--- config.mk ---
export PLATFORM = sky130hd
export DESIGN_NAME = multicycle_control_fsm_flat
export DESIGN_NICKNAME = d
export VERILOG_FILES = /design/src/rtl/multicycle_control_fsm_if.sv /design/src/rtl/multicycle_control_fsm.sv /design/src/flat_wrapper.sv
export SDC_FILE = /design/constraint.sdc
export NUM_CORES = 1
export LEC_CHECK = 0
export ABC_AREA = 1
export ABC_CLOCK_PERIOD_IN_PS = 2200
export CAP_MARGIN = 0
export CORE_MARGIN = 2
export CORE_UTILIZATION = 36
export CTS_BUF_LIST = sky130_fd_sc_hd__clkbuf_4
export CTS_CLUSTER_DIAMETER = 60
export DETAILED_ROUTE_END_ITERATION = 8
export GPL_ROUTABILITY_DRIVEN = 1
export PLACE_DENSITY = 0.95
export SLEW_MARGIN = 20
export SYNTH_ARGS = -nofsm -noshare
export SYNTH_HDL_FRONTEND = slang
export SYNTH_SLANG_ARGS = --single-unit
--- constraint.sdc ---
create_clock -name clk -period 2.2 [get_ports clk]
set_input_delay 0.44 -clock clk [delete_from_list [all_inputs] [get_ports clk]]
set_output_delay 0.44 -clock clk [all_outputs]
set_load 0.05 [all_outputs]
--- src/rtl/multicycle_control_fsm_if.sv ---
// rtl/multicycle_control_fsm_if.sv - control/datapath bundle of the multi-cycle RV32I controller
// master = controller side, slave = datapath/memory side.
interface multicycle_control_fsm_if;
  logic [31:0] instr;
  logic        Zero;
  logic        mem_ready;
  logic        mem_req;
  logic        MemWrite;
  logic        AdrSrc;
  logic        IRWrite;
  logic        PCWrite;
  logic        RegWrite;
  logic [1:0]  ResultSrc;
  logic [1:0]  ALUSrcA;
  logic [1:0]  ALUSrcB;
  logic [2:0]  ALUctrl;
  logic [2:0]  ImmSrc;
  logic        instr_done;
  logic        err;

  modport master (
    input  instr, Zero, mem_ready,
    output mem_req, MemWrite, AdrSrc, IRWrite, PCWrite, RegWrite,
           ResultSrc, ALUSrcA, ALUSrcB, ALUctrl, ImmSrc, instr_done, err
  );

  modport slave (
    output instr, Zero, mem_ready,
    input  mem_req, MemWrite, AdrSrc, IRWrite, PCWrite, RegWrite,
           ResultSrc, ALUSrcA, ALUSrcB, ALUctrl, ImmSrc, instr_done, err
  );
endinterface

--- src/rtl/multicycle_control_fsm.sv ---
// rtl/multicycle_control_fsm.sv - Moore sequencing controller for the multi-cycle RV32I core
// Handshake-qualified enables (IRWrite/PCWrite/instr_done) follow mem_ready and Zero in the same cycle.
module multicycle_control_fsm #(
  parameter int WAIT_LIMIT = 0
) (
  input logic                      clk,
  input logic                      rst_n,
  multicycle_control_fsm_if.master bus
);

  typedef enum logic [3:0] {
    S_FETCH, S_DECODE, S_MEMADR, S_MEMREAD, S_MEMWB, S_MEMWRITE, S_EXEC_R,
    S_EXEC_I, S_ALUWB, S_BRANCH, S_JAL, S_JALR_ADR, S_JALR_PC, S_ERROR
  } state_t;

  localparam logic [6:0] OP_LOAD  = 7'b0000011;
  localparam logic [6:0] OP_STORE = 7'b0100011;
  localparam logic [6:0] OP_R     = 7'b0110011;
  localparam logic [6:0] OP_I     = 7'b0010011;
  localparam logic [6:0] OP_B     = 7'b1100011;
  localparam logic [6:0] OP_JAL   = 7'b1101111;
  localparam logic [6:0] OP_JALR  = 7'b1100111;
  localparam logic [15:0] WAIT_LAST = (WAIT_LIMIT > 0) ? 16'(WAIT_LIMIT - 1) : 16'd0;

  state_t      r_state;
  state_t      w_next;
  logic [15:0] r_wait;
  logic [6:0]  w_opcode;
  logic [2:0]  w_funct3;
  logic        w_mem_state;
  logic        w_waiting;
  logic        w_timeout;
  logic        w_r_legal;
  logic [2:0]  w_r_aluctrl;
  logic        w_unused;

  assign w_opcode    = bus.instr[6:0];
  assign w_funct3    = bus.instr[14:12];
  assign w_unused    = &{1'b0, bus.instr[31], bus.instr[29:15], bus.instr[11:7]};
  assign w_mem_state = (r_state == S_FETCH) || (r_state == S_MEMREAD) || (r_state == S_MEMWRITE);
  assign w_waiting   = w_mem_state && !bus.mem_ready;
  // Timeout fires on the WAIT_LIMIT-th consecutive waiting cycle, which by construction has mem_ready=0.
  assign w_timeout   = (WAIT_LIMIT > 0) && w_waiting && (r_wait == WAIT_LAST);

  always_comb begin
    w_r_legal   = 1'b1;
    w_r_aluctrl = 3'b000;
    case (w_funct3)
      3'b000:  w_r_aluctrl = bus.instr[30] ? 3'b001 : 3'b000;
      3'b100:  w_r_aluctrl = 3'b010;
      3'b111:  w_r_aluctrl = 3'b011;
      default: w_r_legal   = 1'b0;
    endcase
  end

  always_comb begin
    w_next = r_state;
    case (r_state)
      S_FETCH: begin
        if (bus.mem_ready)  w_next = S_DECODE;
        else if (w_timeout) w_next = S_ERROR;
      end
      S_DECODE: begin
        case (w_opcode)
          OP_LOAD, OP_STORE: w_next = S_MEMADR;
          OP_R:              w_next = S_EXEC_R;
          OP_I:              w_next = (w_funct3 == 3'b000) ? S_EXEC_I : S_ERROR;
          OP_B:              w_next = (w_funct3[2:1] == 2'b00) ? S_BRANCH : S_ERROR;
          OP_JAL:            w_next = S_JAL;
          OP_JALR:           w_next = S_JALR_ADR;
          default:           w_next = S_ERROR;
        endcase
      end
      S_MEMADR:   w_next = (w_opcode == OP_STORE) ? S_MEMWRITE : S_MEMREAD;
      S_MEMREAD: begin
        if (bus.mem_ready)  w_next = S_MEMWB;
        else if (w_timeout) w_next = S_ERROR;
      end
      S_MEMWB:    w_next = S_FETCH;
      S_MEMWRITE: begin
        if (bus.mem_ready)  w_next = S_FETCH;
        else if (w_timeout) w_next = S_ERROR;
      end
      S_EXEC_R:   w_next = w_r_legal ? S_ALUWB : S_ERROR;
      S_EXEC_I:   w_next = S_ALUWB;
      S_ALUWB:    w_next = S_FETCH;
      S_BRANCH:   w_next = S_FETCH;
      S_JAL:      w_next = S_ALUWB;
      S_JALR_ADR: w_next = S_JALR_PC;
      S_JALR_PC:  w_next = S_ALUWB;
      S_ERROR:    w_next = S_ERROR;
      default:    w_next = S_ERROR;
    endcase
  end

  // Any state change clears the wait count, so each memory state starts counting from zero.
  always_ff @(posedge clk or negedge rst_n) begin
    if (!rst_n) begin
      r_state <= S_FETCH;
      r_wait  <= '0;
    end else begin
      r_state <= w_next;
      if (w_next != r_state) r_wait <= '0;
      else if (w_waiting)    r_wait <= r_wait + 16'd1;
    end
  end

  always_comb begin
    bus.mem_req    = 1'b0;
    bus.MemWrite   = 1'b0;
    bus.AdrSrc     = 1'b0;
    bus.IRWrite    = 1'b0;
    bus.PCWrite    = 1'b0;
    bus.RegWrite   = 1'b0;
    bus.ResultSrc  = 2'b00;
    bus.ALUSrcA    = 2'b00;
    bus.ALUSrcB    = 2'b00;
    bus.ALUctrl    = 3'b000;
    bus.ImmSrc     = 3'b000;
    bus.instr_done = 1'b0;
    bus.err        = 1'b0;
    // The reset state is FETCH, so outputs are gated to keep mem_req low while rst_n is held.
    if (rst_n) begin
      case (r_state)
        S_FETCH: begin
          bus.mem_req   = 1'b1;
          bus.ALUSrcB   = 2'b10;
          bus.ResultSrc = 2'b10;
          bus.IRWrite   = bus.mem_ready;
          bus.PCWrite   = bus.mem_ready;
        end
        S_DECODE: begin
          bus.ALUSrcA = 2'b01;
          bus.ALUSrcB = 2'b01;
          bus.ImmSrc  = (w_opcode == OP_JAL) ? 3'b011 : 3'b010;
        end
        S_MEMADR: begin
          bus.ALUSrcA = 2'b10;
          bus.ALUSrcB = 2'b01;
          bus.ImmSrc  = (w_opcode == OP_STORE) ? 3'b001 : 3'b000;
        end
        S_MEMREAD: begin
          bus.mem_req = 1'b1;
          bus.AdrSrc  = 1'b1;
        end
        S_MEMWB: begin
          bus.ResultSrc  = 2'b01;
          bus.RegWrite   = 1'b1;
          bus.instr_done = 1'b1;
        end
        S_MEMWRITE: begin
          bus.mem_req    = 1'b1;
          bus.MemWrite   = 1'b1;
          bus.AdrSrc     = 1'b1;
          bus.instr_done = bus.mem_ready;
        end
        S_EXEC_R: begin
          bus.ALUSrcA = 2'b10;
          bus.ALUctrl = w_r_aluctrl;
        end
        S_EXEC_I: begin
          bus.ALUSrcA = 2'b10;
          bus.ALUSrcB = 2'b01;
        end
        S_ALUWB: begin
          bus.RegWrite   = 1'b1;
          bus.instr_done = 1'b1;
        end
        S_BRANCH: begin
          bus.ALUSrcA    = 2'b10;
          bus.ALUctrl    = w_funct3[0] ? 3'b101 : 3'b111;
          bus.PCWrite    = bus.Zero;
          bus.instr_done = 1'b1;
        end
        S_JAL: begin
          bus.ALUSrcA = 2'b01;
          bus.ALUSrcB = 2'b10;
          bus.PCWrite = 1'b1;
        end
        S_JALR_ADR: begin
          bus.ALUSrcA = 2'b10;
          bus.ALUSrcB = 2'b01;
        end
        S_JALR_PC: begin
          bus.ALUSrcA = 2'b01;
          bus.ALUSrcB = 2'b10;
          bus.PCWrite = 1'b1;
        end
        S_ERROR: bus.err = 1'b1;
        default: ;
      endcase
    end
  end

endmodule

--- src/flat_wrapper.sv ---
// flat-port wrapper written by rule: the top's interface ports become plain ports
module multicycle_control_fsm_flat 
#(
  parameter int WAIT_LIMIT = 0
)
  (clk, rst_n, bus_instr, bus_Zero, bus_mem_ready, bus_mem_req, bus_MemWrite, bus_AdrSrc, bus_IRWrite, bus_PCWrite, bus_RegWrite, bus_ResultSrc, bus_ALUSrcA, bus_ALUSrcB, bus_ALUctrl, bus_ImmSrc, bus_instr_done, bus_err);
  multicycle_control_fsm_if bus_i ();
  input logic clk;
  input logic rst_n;
  input wire logic [$bits(bus_i.instr)-1:0] bus_instr;
  input wire logic [$bits(bus_i.Zero)-1:0] bus_Zero;
  input wire logic [$bits(bus_i.mem_ready)-1:0] bus_mem_ready;
  output wire logic [$bits(bus_i.mem_req)-1:0] bus_mem_req;
  output wire logic [$bits(bus_i.MemWrite)-1:0] bus_MemWrite;
  output wire logic [$bits(bus_i.AdrSrc)-1:0] bus_AdrSrc;
  output wire logic [$bits(bus_i.IRWrite)-1:0] bus_IRWrite;
  output wire logic [$bits(bus_i.PCWrite)-1:0] bus_PCWrite;
  output wire logic [$bits(bus_i.RegWrite)-1:0] bus_RegWrite;
  output wire logic [$bits(bus_i.ResultSrc)-1:0] bus_ResultSrc;
  output wire logic [$bits(bus_i.ALUSrcA)-1:0] bus_ALUSrcA;
  output wire logic [$bits(bus_i.ALUSrcB)-1:0] bus_ALUSrcB;
  output wire logic [$bits(bus_i.ALUctrl)-1:0] bus_ALUctrl;
  output wire logic [$bits(bus_i.ImmSrc)-1:0] bus_ImmSrc;
  output wire logic [$bits(bus_i.instr_done)-1:0] bus_instr_done;
  output wire logic [$bits(bus_i.err)-1:0] bus_err;
  assign bus_i.instr = bus_instr;
  assign bus_i.Zero = bus_Zero;
  assign bus_i.mem_ready = bus_mem_ready;
  assign bus_mem_req = bus_i.mem_req;
  assign bus_MemWrite = bus_i.MemWrite;
  assign bus_AdrSrc = bus_i.AdrSrc;
  assign bus_IRWrite = bus_i.IRWrite;
  assign bus_PCWrite = bus_i.PCWrite;
  assign bus_RegWrite = bus_i.RegWrite;
  assign bus_ResultSrc = bus_i.ResultSrc;
  assign bus_ALUSrcA = bus_i.ALUSrcA;
  assign bus_ALUSrcB = bus_i.ALUSrcB;
  assign bus_ALUctrl = bus_i.ALUctrl;
  assign bus_ImmSrc = bus_i.ImmSrc;
  assign bus_instr_done = bus_i.instr_done;
  assign bus_err = bus_i.err;
  multicycle_control_fsm #(.WAIT_LIMIT(WAIT_LIMIT)) u_core (.clk(clk), .rst_n(rst_n), .bus(bus_i));
endmodule
==> results of run 1 <==
final timing paths:
kind / startpoint / to / slack, ns / depth (start not counted)
max: u_core.r_state[0]$_DFFE_PN0P_ / bus_ALUSrcA[0] / -0.02 / 8
min: rst_n / u_core.r_state[2]$_DFFE_PN0P_ / 0.55 / 2
max reg2reg: u_core.r_state[2]$_DFFE_PN0P_ / u_core.r_state[2]$_DFFE_PN0P_ / 0.68 / 8
min reg2reg: u_core.r_state[1]$_DFFE_PN0P_ / u_core.r_state[1]$_DFFE_PN0P_ / 0.71 / 2
max in group asynchronous: rst_n / u_core.r_state[3]$_DFFE_PN0P_ / 1.52 / 2
min in group clk: u_core.r_state[1]$_DFFE_PN0P_ / u_core.r_state[1]$_DFFE_PN0P_ / 0.71 / 2
layout make-up:
type	instances	area share, %
well taps	25	2.25
flip-flops and latches	4	7.28
inverters	25	6.74
repair buffers	41	42.8
multi-input cells	103	39.3
clock buffers	3	1.62
cell usage in the layout (no fill, tap or decap), drive strengths merged, types with 2 or more instances in the layout:
cell type	count
buf	27
a31oi	3
dlymetal6s2s	6
o21ai	7
dfrtp	4
nand3	14
a21oi	8
nor3	2
nor2	29
or2	2
inv	25
clkdlybuf4s50	8
nand2	34
clkbuf	3
critical path: stages, from the launching register on:
cell and delay [ns]:
sky130_fd_sc_hd__dfrtp_1 0.39, sky130_fd_sc_hd__inv_1 0.16, sky130_fd_sc_hd__nand2_1 0.19, sky130_fd_sc_hd__inv_1 0.12, sky130_fd_sc_hd__nand2_1 0.06, sky130_fd_sc_hd__o21ai_0 0.07, sky130_fd_sc_hd__inv_1 0.12, sky130_fd_sc_hd__a21oi_1 0.25
sky130_fd_sc_hd__buf_12 0.17
through the flow:
| stage | setup WS [ns] | hold WS (ns) | utilization [%] | power (mW) |
|---|---|---|---|---|
| 6_report | -0.0230 | 0.547 | 78.0 | 1.46 |
| 5_1_grt | -0.108 | 0.547 | 78.0 | 1.54 |
| 4_1_cts | -0.00795 | 0.517 | 74.3 | 1.39 |
| 3_5_place_dp | -0.0802 | 0.619 | 72.6 | 1.29 |
| 3_3_place_gp | 0.0174 | 0.599 | 72.6 | 1.26 |
| 2_1_floorplan | -0.00595 | 0.144 | - | 0.805 |
report_power, final:
part / internal (mW) / total, mW / switching [mW] / leakage (nW)
clock network: 0.0610 / 0.0900 / 0.0291 / 0.0138
registers: 0.104 / 0.157 / 0.0529 / 0.0498
logic: 0.476 / 1.21 / 0.733 / 0.639
cell families (layout without fill, tap and decap cells):
| logic type | after synthesis | after routing | synth area share (%) |
|---|---|---|---|
| flip-flops | 4 | 4 | 14.4 |
| AO/OA/AOI/OAI | 19 | 19 | 15.1 |
| buffers and inverters | 27 | 69 | 15.1 |
| AND/OR/NAND/NOR | 83 | 83 | 54.9 |
| other | 1 | 1 | 0.538 |
metal layers:
metal,part of all wire [%],vias to the layer above,track usage [%]
met5,0,-,0
met1,37,496,31.4
met4,4.8,0,6.49
met3,9.4,30,1.13
met2,49,95,41.1
li1,-,502,-
what timing repair did:
item | in CTS | in global routing
pin swaps | 1 | 5
setup buffers | 0 | 2
gates resized for setup | 3 | 18
setup endpoints to repair | 2 | 9
==> out/summary.log, run 1 <==
[timing] Setup Viol. Count Final 4
[worst_setup_path] CP startpoint kind flop
[clock_tree] number of sinks handled by clock tree synthesis 4
[outcome] run status finished with violations
[layout] flip-flop count of the largest register, all copies and words added 4
[grt] vias in the first global route 888
[synth] total nets after synthesis 170
[layout] layout net count 214
[floorplanning] Die Y-Extent 48 µm
[clock_tree] number of levels the H-tree was split into 1
[grt] remaining global-route overflow 0
[clock_tree] clock buffer depth 2
[floorplanning] Die Area 2300 µm²
[layout] register cell area after layout 101 µm²
[layout] registers with the most flip-flops u_core.r_state x4
[place] last weighted congestion value of the routability-driven placer 0.845
[grt] largest net degree at the start of global routing 12
[synth] number of unique standard cell types used by synthesis 23
[power_and_ir_drop] power density cells 1050 nW/µm²
[drt] DRC Markers 0
[synth] library cell with the highest instance count after synthesis sky130_fd_sc_hd__nand2_1
[drt] number of vias after detailed routing 1123
[layout] number of standard cells in the final layout excluding fillers 201
[layout] Area Overhead vs Synth 99.6%
[synth] total number of yosys warnings 0
[timing] minimum setup slack in the final design -0.0230 ns
[synth] number of enable-type register cells in the synthesized netlist 0
[synth] Synth Instances 134
[drt] antenna viol nets, final 0
[worst_setup_path] endpoint type of the worst setup path output port
[timing] Hold Fails Final Rpt 0
[clock_tree] clock buffer count from CTS 3
[layout] most flop-heavy register u_core.r_state
[timing] peak clock frequency supported by timing 0.450 GHz
[drt] vias per cell 5.59
[outcome] violations in the final reports setup timing
[power_and_ir_drop] maximum resistive drop on vdd 899 µV
[grt] number of antenna violations at the first check in global routing 0
[clock_tree] insertion delay to the later sink of the worst-skew pair 0.23 ns
[drt] initial detailed-routing violation count 87
[worst_setup_path] Arrival @ worst endpoint 1.78 ns
[drt] Initial DRT Pass Iterations 5
[timing] pins over their slew limit 0
[timing] setup repair after global routing missed its margin yes
[drt] Wirelength per Cell 15.3 µm
[floorplanning] effective utilization at floorplan 39.1%
[timing] fraction of the cycle the final worst path needs 101%
[synth] Post-synth top flop sky130_fd_sc_hd__dfrtp_1
[layout] antenna diode count 0
[synth] leading post-synthesis cells by cell area sky130_fd_sc_hd__nand2_1 18%, sky130_fd_sc_hd__dfrtp_1 14%, sky130_fd_sc_hd__nor2_1 12%
[synth] cell area after synthesis 697 µm²
[place] total placed instance area 1290 µm²
[synth] top cell type by total area after synthesis sky130_fd_sc_hd__nand2_1
[synth] mean instance size in the synthesized netlist 5.20 µm²
[place] number of port buffers 33
[layout] layout cell share with drive strength beyond 1 31.8%
[drt] detailed-route wire length 3070 µm
[synth] fraction of synthesis flops using an asynchronous set or reset pin 100%
[synth] sequential element share of the synthesized area 14.4%
[run] max-cap violation count 0
[layout] layout filler cell count 116
[timing] worst clock skew 0.000966 ns
[clock_tree] number of hold buffers added after cts 0
[layout] cell area after layout 1390 µm²
[grt] global-route total usage across every layer 23.6%
[timing] Final TNS setup -0.0751 ns
[place] Post-DP HPWL 1900 µm
[worst_hold_path] path type of the worst min-delay path primary input to asynchronous set/reset pin
[worst_setup_path] critical path class flop to output port
[place] number of instances in the placed design 196
[timing] shortest period the worst path allows 2.22 ns
[clock_tree] clock tree from TritonCTS done
[clock_tree] buffer type at the clock tree root sky130_fd_sc_hd__clkbuf_4
[power_and_ir_drop] leakage power 0.702 nW
[clock_tree] register clock-pin slew on the reported worst setup and hold paths 0.04 ns
[synth] portion of synthesized cell area occupied by the leading cell type 17.8%
[synth] flip-flop and latch count after synthesis 4
[floorplanning] standard-cell row count 15
[synth] Commonest cells post-synth 33 x sky130_fd_sc_hd__nand2_1, 22 x sky130_fd_sc_hd__nor2_1, 21 x sky130_fd_sc_hd__inv_1, 13 x sky130_fd_sc_hd__nand3_1, 8 x sky130_fd_sc_hd__a21oi_1
[worst_setup_path] maximum fanout along the worst path 3
[layout] footprint of the multi-input gates 547 µm²
[floorplanning] Die X-Extent 48 µm
[worst_setup_path] required time at the endpoint of the critical path 1.76 ns
[floorplanning] number of top-level pins 56
[floorplanning] Std-Cell Core Area 1780 µm²
[grt] global-route wire length before repair 3850 µm
Power figures use the tool's default switching activity.
==> inputs of run 2 (changes only) <==
--- a/config.mk
+++ b/config.mk
@@ -6,15 +6,15 @@
 export NUM_CORES = 1
 export LEC_CHECK = 0
 export ABC_AREA = 1
-export ABC_CLOCK_PERIOD_IN_PS = 2200
+export ABC_CLOCK_PERIOD_IN_PS = 2000
 export CAP_MARGIN = 0
 export CORE_MARGIN = 2
-export CORE_UTILIZATION = 36
+export CORE_UTILIZATION = 30
 export CTS_BUF_LIST = sky130_fd_sc_hd__clkbuf_4
 export CTS_CLUSTER_DIAMETER = 60
 export DETAILED_ROUTE_END_ITERATION = 8
 export GPL_ROUTABILITY_DRIVEN = 1
-export PLACE_DENSITY = 0.95
+export PLACE_DENSITY = 0.85
 export SLEW_MARGIN = 20
 export SYNTH_ARGS = -nofsm -noshare
 export SYNTH_HDL_FRONTEND = slang
==> constraint.sdc (replaced) <==
create_clock -name clk -period 2 [get_ports clk]
set_input_delay 0.4 -clock clk [delete_from_list [all_inputs] [get_ports clk]]
set_output_delay 0.4 -clock clk [all_outputs]
set_load 0.05 [all_outputs]
==> out/summary.log, run 2 (synthesis gave the netlist of run 1 again) <==
[layout] layout cell share with drive strength beyond 1 41.4% [was 31.8%]
[worst_setup_path] slowest CP cell sky130_fd_sc_hd__dfrtp_2 [was sky130_fd_sc_hd__dfrtp_1]
[layout] Area Overhead vs Synth 114% [was 99.6%]
[clock_tree] insertion delay to the later sink of the worst-skew pair 0.24 ns [was 0.23 ns]
[layout] most common cell after layout, fill and taps aside sky130_fd_sc_hd__nand2_1 [unchanged]
[layout] leading cell types in the layout, fill and taps excluded 29 x sky130_fd_sc_hd__nand2_1, 20 x sky130_fd_sc_hd__buf_12, 19 x sky130_fd_sc_hd__inv_1 [was 31 x sky130_fd_sc_hd__nand2_1, 21 x sky130_fd_sc_hd__inv_1, 19 x sky130_fd_sc_hd__buf_12]
[layout] antenna diode count 0 [unchanged]
[drt] number of vias after detailed routing 984 [was 1123]
[power_and_ir_drop] sw frac 53.3% [was 56.0%]
[run] max-cap violation count 0 [unchanged]
[timing] worst clock skew 0.00262 ns [was 0.000966 ns]
[layout] Finished Core Util 67.5% [was 78.0%]
[place] last weighted congestion value of the routability-driven placer 0.853 [was 0.845]
[worst_setup_path] category of cells accounting for the largest share of critical-path delay flip-flops [was buffers and inverters]
[power_and_ir_drop] Int Pwr 0.782 mW [was 0.641 mW]
[power_and_ir_drop] relative contribution of sequential cells to total power 10.6% [was 10.8%]
[drt] Initial DRT Pass Iterations 4 [was 5]
[floorplanning] Die Y-Extent 52.2 µm [was 48 µm]
[drt] detailed-route wire length 2170 µm [was 3070 µm]
[worst_setup_path] cell breakdown of the critical path nor2_4 -> inv_2 -> nor2_2 -> nand3b_1 -> a21oi_2 -> buf_12 [was inv_1 -> nand2_1 -> inv_1 -> nand2_1 -> o21ai_0 -> inv_1 -> a21oi_1 -> buf_12]
[power_and_ir_drop] clock share of power 6.1% [was 6.2%]
[timing] minimum setup slack in the final design -0.0317 ns [was -0.0230 ns]
[floorplanning] standard-cell row count 17 [was 15]
[timing] Setup Viol. Count Final 1 [was 4]
[timing] Hold Fails Final Rpt 0 [unchanged]
[power_and_ir_drop] sum of internal, switching and leakage power 1.67 mW [was 1.46 mW]
[power_and_ir_drop] leakage power 0.719 nW [was 0.702 nW]
[drt] antenna viol nets, final 0 [unchanged]
[worst_setup_path] endpoint type of the worst setup path output port [unchanged]
[drt] vias per cell 4.60 [was 5.59]
[clock_tree] clock buffer depth 2 [unchanged]
[outcome] run status finished with violations [unchanged]
[place] number of port buffers 33 [unchanged]
[worst_setup_path] required time at the endpoint of the critical path 1.60 ns [was 1.76 ns]
[timing] peak clock frequency supported by timing 0.492 GHz
[worst_setup_path] buffers plus inverters on the worst setup path 2 [was 4]
[floorplanning] effective utilization at floorplan 31.5% [was 39.1%]
[timing] shortest period the worst path allows 2.03 ns
[floorplanning] Std-Cell Core Area 2210 µm² [was 1780 µm²]
[floorplanning] Die X-Extent 52.2 µm [was 48 µm]
[clock_tree] clock buffer count from CTS 3 [unchanged]
[clock_tree] register clock-pin slew on the reported worst setup and hold paths 0.04 ns [about the same]
[worst_setup_path] Arrival @ worst endpoint 1.63 ns [was 1.78 ns]
[clock_tree] number of sinks handled by clock tree synthesis 4 [unchanged]
[layout] number of standard cells in the final layout excluding fillers 214 [was 201]
[power_and_ir_drop] maximum resistive drop on vdd 591 µV [was 899 µV]
[place] number of instances in the placed design 205 [was 196]
[outcome] violations in the final reports setup timing [unchanged]
[power_and_ir_drop] switching component of the power 0.891 mW [was 0.815 mW]
[worst_setup_path] CP startpoint kind flop [unchanged]
[grt] global-route total usage across every layer 16.4% [was 23.6%]
[worst_setup_path] maximum fanout along the worst path 6 [was 3]
[timing] pins over their slew limit 0 [unchanged]
[power_and_ir_drop] logic gate share of total power 83.3% [was 83.0%]
[floorplanning] Die Area 2720 µm² [was 2300 µm²]
[place] Post-DP HPWL 1730 µm [was 1900 µm]
[layout] most flop-heavy register u_core.r_state [unchanged]
[grt] number of antenna violations at the first check in global routing 0 [unchanged]
[grt] vias in the first global route 849 [was 888]
[clock_tree] buffer type at the clock tree root sky130_fd_sc_hd__clkbuf_4 [unchanged]
[layout] layout net count 224 [was 214]
[worst_setup_path] critical path class flop to output port [unchanged]
[grt] global-route wire length before repair 3430 µm [was 3850 µm]
[clock_tree] clock tree from TritonCTS done [unchanged]
[layout] registers with the most flip-flops u_core.r_state x4 [unchanged]
[drt] Wirelength per Cell 10.1 µm [was 15.3 µm]
[layout] flip-flop count of the largest register, all copies and words added 4 [unchanged]
[drt] DRC Markers 0 [unchanged]
[clock_tree] number of levels the H-tree was split into 1 [unchanged]
[clock_tree] number of hold buffers added after cts 0 [unchanged]
[drt] initial detailed-routing violation count 26 [was 87]
[timing] Final TNS setup -0.0317 ns [was -0.0751 ns]
[floorplanning] number of top-level pins 56 [unchanged]
[power_and_ir_drop] power density cells 1120 nW/µm² [was 1050 nW/µm²]
[worst_setup_path] Slowest Stage Delay on Critical Path 0.47 ns [was 0.39 ns]
[timing] setup repair after global routing missed its margin yes [unchanged]
[timing] fraction of the cycle the final worst path needs 102%
[grt] largest net degree at the start of global routing 18 [was 12]
[grt] remaining global-route overflow 0 [unchanged]
[worst_hold_path] path type of the worst min-delay path primary input to asynchronous set/reset pin [unchanged]
[run 2: repair_timing]
action / in CTS / in global routing
buffers inserted: 3 / 3
resized for setup: 19 / 12
pin swaps: 6 / 6
endpoints found under the setup margin: 11 / 10
[run 2: final timing paths]
check,startpoint,endpoint,slack (ns),cells after the start
min reg2reg,u_core.r_state[1]$_DFFE_PN0P_,u_core.r_state[1]$_DFFE_PN0P_,0.64,2
min,rst_n,u_core.r_state[0]$_DFFE_PN0P_,0.22,2
max in group asynchronous,rst_n,u_core.r_state[1]$_DFFE_PN0P_,1.65,2
max reg2reg,u_core.r_state[2]$_DFFE_PN0P_,u_core.r_state[2]$_DFFE_PN0P_,0.40,9
max,u_core.r_state[2]$_DFFE_PN0P_,bus_ImmSrc[0],-0.03,6
min in group clk,bus_mem_ready,u_core.r_state[0]$_DFFE_PN0P_,0.54,3
[run 2: final cells by class]
type	instances	area (µm²)
inverters	25	95.1
well taps	28	35.0
multi-input cells	103	574
fillers	175	719
repair buffers	51	662
flip-flops and latches	4	104
clock buffers	3	22.5
[run 2: power by group through the flow]
stage / combinational, mW / sequential [mW] / clock (mW)
2_1_floorplan: 0.752 / 0.148 / 0
3_3_place_gp: 1.27 / 0.154 / 0
3_5_place_dp: 1.29 / 0.157 / 0
4_1_cts: 1.31 / 0.170 / 0.102
5_1_grt: 1.47 / 0.181 / 0.109
6_report: 1.39 / 0.177 / 0.102
[run 2: worst register-to-register path, stage by stage, from the launching register on]
cell	delay, ns
sky130_fd_sc_hd__dfrtp_2	0.47
sky130_fd_sc_hd__nor2_4	0.19
sky130_fd_sc_hd__inv_2	0.09
sky130_fd_sc_hd__nor2_2	0.13
sky130_fd_sc_hd__nand3b_1	0.15
sky130_fd_sc_hd__buf_4	0.17
sky130_fd_sc_hd__buf_4	0.12
sky130_fd_sc_hd__nand2_1	0.04
sky130_fd_sc_hd__nor2_1	0.04
sky130_fd_sc_hd__a21oi_1	0.13
[run 2: per-stage QoR]
stage,setup slack [ns],instance area (µm²),hold WS [ns]
CTS,0.0125,1440,0.226
detailed placement,-0.110,1370,0.617
floorplan,-0.141,723,0.104
global placement,-0.0781,1370,0.615
global route,-0.0947,1490,0.241
finish,-0.0317,1490,0.224
[run 2: metal layers]
layer / global-route usage [%] / wire, µm / share of wire, %
met1: 19.7 / 909 / 42
met2: 30.8 / 1180 / 54
met3: 1.71 / 71 / 3.3
met4: 3.85 / 12 / 0.55
met5: 0 / 0 / 0
